===== src/rtl/dm_access_ctrl.sv =====
// Single-outstanding load/store initiator for the 16-bit data memory port.
// Define DM_RANGE_CHECK_EN to reject requests whose address is >= MEM_DEPTH.
module dm_access_ctrl #(
    parameter int MEM_RD_LAT = 1,
    parameter int MEM_DEPTH  = 1024
) (
    input  logic        clk,
    input  logic        rst_n,
    input  logic        req_valid,
    output logic        req_ready,
    input  logic        req_we,
    input  logic [15:0] req_addr,
    input  logic [15:0] req_wdata,
    output logic        rsp_valid,
    input  logic        rsp_ready,
    output logic [15:0] rsp_rdata,
    output logic        rsp_err,
    output logic        we_DM,
    output logic [15:0] addrDM,
    output logic [15:0] dataDM,
    input  logic [15:0] outDM
);

`ifdef DM_RANGE_CHECK_EN
    localparam logic RANGE_CHECK = 1'b1;
`else
    localparam logic RANGE_CHECK = 1'b0;
`endif

    localparam logic [2:0] RD_LAST = 3'(MEM_RD_LAT);

    typedef enum logic [1:0] {
        S_IDLE  = 2'd0,
        S_WRITE = 2'd1,
        S_READ  = 2'd2,
        S_RESP  = 2'd3
    } state_e;

    state_e      state_q, state_d;
    logic [2:0]  cnt_q, cnt_d;
    logic        we_dm_q, we_dm_d;
    logic [15:0] addr_dm_q, addr_dm_d;
    logic [15:0] data_dm_q, data_dm_d;
    logic        rsp_valid_q, rsp_valid_d;
    logic [15:0] rsp_rdata_q, rsp_rdata_d;
    logic        rsp_err_q, rsp_err_d;

    logic        accept;
    logic        addr_oob;
    logic        rd_done;
    logic        rsp_fire;

    // Both channels transfer on a posedge where valid && ready; the source
    // holds its payload stable while valid is high and ready is low.
    assign accept   = req_valid && req_ready;
    assign rsp_fire = rsp_valid_q && rsp_ready;
    assign addr_oob = RANGE_CHECK && ({16'd0, req_addr} >= 32'(MEM_DEPTH));
    assign rd_done  = (cnt_q == RD_LAST);

    always_ff @(posedge clk) begin
        if (!rst_n) begin
            state_q     <= S_IDLE;
            cnt_q       <= 3'd0;
            we_dm_q     <= 1'b0;
            addr_dm_q   <= 16'd0;
            data_dm_q   <= 16'd0;
            rsp_valid_q <= 1'b0;
            rsp_rdata_q <= 16'd0;
            rsp_err_q   <= 1'b0;
        end else begin
            state_q     <= state_d;
            cnt_q       <= cnt_d;
            we_dm_q     <= we_dm_d;
            addr_dm_q   <= addr_dm_d;
            data_dm_q   <= data_dm_d;
            rsp_valid_q <= rsp_valid_d;
            rsp_rdata_q <= rsp_rdata_d;
            rsp_err_q   <= rsp_err_d;
        end
    end

    always_comb begin
        state_d = state_q;
        case (state_q)
            S_IDLE: begin
                if (accept) begin
                    if (addr_oob) begin
                        state_d = S_RESP;
                    end else if (req_we) begin
                        state_d = S_WRITE;
                    end else begin
                        state_d = S_READ;
                    end
                end
            end
            S_WRITE: state_d = S_RESP;
            S_READ: begin
                if (rd_done) begin
                    state_d = S_RESP;
                end
            end
            S_RESP: begin
                if (rsp_fire) begin
                    state_d = S_IDLE;
                end
            end
            default: state_d = S_IDLE;
        endcase
    end

    // Memory-side outputs are loaded at acceptance so they are valid from the
    // first WRITE/READ cycle; the address is never touched outside acceptance.
    always_comb begin
        cnt_d       = cnt_q;
        we_dm_d     = 1'b0;
        addr_dm_d   = addr_dm_q;
        data_dm_d   = data_dm_q;
        rsp_valid_d = rsp_valid_q;
        rsp_rdata_d = rsp_rdata_q;
        rsp_err_d   = rsp_err_q;
        case (state_q)
            S_IDLE: begin
                if (accept) begin
                    cnt_d = 3'd0;
                    if (addr_oob) begin
                        rsp_valid_d = 1'b1;
                        rsp_rdata_d = 16'd0;
                        rsp_err_d   = 1'b1;
                    end else if (req_we) begin
                        we_dm_d   = 1'b1;
                        addr_dm_d = req_addr;
                        data_dm_d = req_wdata;
                    end else begin
                        addr_dm_d = req_addr;
                    end
                end
            end
            S_WRITE: begin
                rsp_valid_d = 1'b1;
                rsp_rdata_d = 16'd0;
                rsp_err_d   = 1'b0;
            end
            S_READ: begin
                if (rd_done) begin
                    rsp_valid_d = 1'b1;
                    rsp_rdata_d = outDM;
                    rsp_err_d   = 1'b0;
                end else begin
                    cnt_d = cnt_q + 3'd1;
                end
            end
            S_RESP: begin
                if (rsp_fire) begin
                    rsp_valid_d = 1'b0;
                end
            end
            default: begin
                rsp_valid_d = 1'b0;
            end
        endcase
    end

    assign req_ready = rst_n && (state_q == S_IDLE);
    assign rsp_valid = rsp_valid_q;
    assign rsp_rdata = rsp_rdata_q;
    assign rsp_err   = rsp_err_q;
    assign we_DM     = we_dm_q;
    assign addrDM    = addr_dm_q;
    assign dataDM    = data_dm_q;

endmodule


===== config.mk =====
export PLATFORM = sky130hd
export DESIGN_NAME = dm_access_ctrl
export DESIGN_NICKNAME = d
export VERILOG_FILES = /design/src/rtl/dm_access_ctrl.sv
export SDC_FILE = /design/constraint.sdc
export NUM_CORES = 1
export LEC_CHECK = 0
export CELL_PAD_IN_SITES_DETAIL_PLACEMENT = 0
export CELL_PAD_IN_SITES_GLOBAL_PLACEMENT = 1
export CORE_UTILIZATION = 29
export DETAILED_ROUTE_END_ITERATION = 8
export PLACE_DENSITY_LB_ADDON = 0.1
export SLEW_MARGIN = 20
export SYNTH_ARGS = -nofsm -noshare
export SYNTH_HDL_FRONTEND = slang
export SYNTH_SLANG_ARGS = --single-unit

===== constraint.sdc =====
create_clock -name clk -period 1.91 [get_ports clk]
set_input_delay 0.382 -clock clk [delete_from_list [all_inputs] [get_ports clk]]
set_output_delay 0.382 -clock clk [all_outputs]
set_load 0.03 [all_outputs]

==> results.yml <==
worst_setup_path:
  worst-path-stages: 1
  end_kind: "output port"
  timing.rr.start: "state_q[0]"
  worstPathCellList: "clkdlybuf4s50_1"
  arrival_ns: 1.34
  max_stage_delay_ns: 0.68
  startpoint: "dataDM[13]"
  r2r-end: "rsp_rdata[5]"
  crit_path_max_fanout: 2
  required_ns: 1.53
  critPathKind: "flop to output port"
  rr_worst_depth: 6
  start_kind: "flop"
  slowest_stage: "clkdlybuf4s50_1"
  cp-endpoint: "dataDM[13]"
  ff2ff_setup_slack_ns: 0.26
  critPathBufInv: 1
  critPathTopFamily: "buffers and inverters"
synth:
  ys_warn_count: 0
  netlist_area_um2: 2260
  seq_area_frac_synth_pct: 48.7
  ys_seq_elements: 55
  muxShareOfSynthArea_pct: 0.443
  synth-simple-area-share_pct: 22.6
  yosysTopAreaCellShare_pct: 48.7
  synth_xor_xnor_area_share_pct: 0
  synth.avg_cell_area_um2: 8.49
  synth_fa_ha_area_share_pct: 3.32
  synth_top_cell_by_area: "dfxtp_1"
  synthTopCellsByArea: "dfxtp_1, nand2_1, a21boi_0, o21ai_0, nand3_1"
  synth_top_family_by_area: "simple AND/OR/NAND/NOR gates"
  syn-num-nets: 325
  synth-compound-area-share_pct: 19.2
  synth.distinct_cells: 32
  synth_cells: 266
power:
  p_leak_nw: 1.23
  power_frac_comb_pct: 44.8
  pwr-share-seq_pct: 37.2
  internal_power_w: 0.00230
  p_per_area_nw_per_um2: 1080
  switching_power_w: 0.00145
  vdd_drop_max_uv: 565
  clockPowerShare_pct: 18.0
  switching_share_pct: 38.7
timing:
  hold_violations: 0
  fin_crit_sh_pct: 90.4
  rsz0062_at_grt: "no"
  max_freq_mhz: 579
  period_needed_ns: 1.73
  timing.final.max_slew_violations: 0
  tns_ns: 0
  finalSetupViolCount: 0
  skew_ns: 0.00272
  worst_hold_slack_ns: 0.458
finish:
  post-route-util_pct: 46.7
  final_cell_mix: "clkdlybuf4s50_1, nand2_1, dfxtp_1"
  drive_above_1_share_pct: 5.74
  area_growth_pct: 53.2
  antenna_cells: 0
  layout.nets: 424
  fillers: 731
  final_common_cell: "clkdlybuf4s50_1"
hold_path:
  hp-class: "flop to flop"
  min-delay-start: "addrDM[2]"
clocking:
  clkSinkCount: 55
  cts_hold_buf: 0
  cts_tree: "built"
  clock_tree.buffer_depth: 2
  htree_num_levels: 2
  cts_root_buf: "clkbuf_8"
  path_clk_slew_ns: 0.10
  post_cts_buffers: 0
  cts_resized: 0
  insertion_delay_ns: 0.30
  cts_made_buffers: 5
grt:
  grt_first_pass_wirelength_um: 9350
  overflow: 0
  antenna_found_initial: 0
  grt_pass1_vias: 1943
  grt_max_degree: 38
  grt_util_all_layers_pct: 14.0
routing:
  antenna_left: 0
  wl_um: 5630
  viasPerCell: 4.42
  drt_iter0_drc: 38
  routedWlPerCell_um: 12.1
  dr.pass1.iters: 4
  num_vias: 2053
  route.detailed.drc: 0
outcome:
  status: "completed"
floorplan:
  die_w_um: 90.3
  dieArea_um2: 8150
  die_h_um: 90.3
  core_area_um2: 7410
  start_util_pct: 30.5
  rows: 31
  ios: 105
place:
  gp_congestion: 0.737
  numPortBuffers: 103
  dp.final_hpwl_um: 3890
run:
  maxCapViolCount: 0
==> worst min-delay path by stage <==
stage                 end  cells past startpoint
3_5_place_dp   addrDM[12]                      2
6_report        addrDM[2]                      2
4_1_cts         addrDM[2]                      2
3_3_place_gp   dataDM[12]                      2
5_1_grt         dataDM[6]                      2
2_1_floorplan    cnt_q[1]                      2
==> worst min-delay path, cell delays in order, from the launching register on <==
cell and delay, ns:
dfxtp_1 0.32, nand2_1 0.05, o21ai_0 0.05
==> power by group through the flow <==
stage	combinational (W)	sequential [W]	clock [W]
4_1_cts	0.00162	0.00140	0.000711
2_1_floorplan	0.000810	0.00168	0
6_report	0.00168	0.00140	0.000677
5_1_grt	0.00184	0.00142	0.000755
3_5_place_dp	0.00162	0.00142	0
3_3_place_gp	0.00163	0.00142	0
==> layout make-up <==
type,instances,area (µm²),share of cell area (%)
Timing Repair Buffer,109,1080,31.2
Inverter,6,27.5,0.795
Clock inverter,1,8.76,0.253
Sequential cell,55,1100,31.8
Clock buffer,7,86.3,2.49
Tap cell,99,124,3.58
Multi-Input combinational cell,188,1030,29.9
==> synth_stat cells (all sizes together) <==
cell type   n
nand2      85
dfxtp      55
a21boi     34
o21ai      21
nand3      19
buf        11
clkbuf      6
ha          6
inv         6
a21oi       5
nor2b       3
and3b       2
nand2b      2
nor3        2
a22oi       1
a32o        1
and2        1
and3        1
conb        1
mux2i       1
nor2        1
o211ai      1
or4         1
==> stage by stage <==
| step | setup WS [ns] | cells | power (W) | cell area [µm²] |
|---|---|---|---|---|
| 2_1_floorplan | 0.461 | 266 | 0.00248 | 2260 |
| 3_3_place_gp | 0.159 | 456 | 0.00305 | 3350 |
| 3_5_place_dp | 0.112 | 456 | 0.00304 | 3350 |
| 4_1_cts | 0.162 | 464 | 0.00373 | 3440 |
| 5_1_grt | 0.0721 | 465 | 0.00401 | 3460 |
| 6_report | 0.184 | 465 | 0.00375 | 3460 |
==> layer usage <==
| metal | global-route usage (%) | part of all wire (%) |
|---|---|---|
| met4 | 3.63 | 0.80 |
| met2 | 21.6 | 42 |
| met3 | 5.13 | 8.2 |
| met5 | 0 | 0 |
| met1 | 18.4 | 49 |
==> state kept, by name (all words and copies together), names as in the netlist <==
register and count:
dataDM 16, rsp_rdata 16, rsp_valid 1, addrDM 16, we_DM 1, state_q 2
cnt_q 3
==> kinds of logic after synthesis <==
logic type,count (synthesis)
compound gates,63
fa+ha+maj,6
buf+inv,23
flops,55
mux,1
other cells,1
simple gates,117
Power figures use the tool's default switching activity.
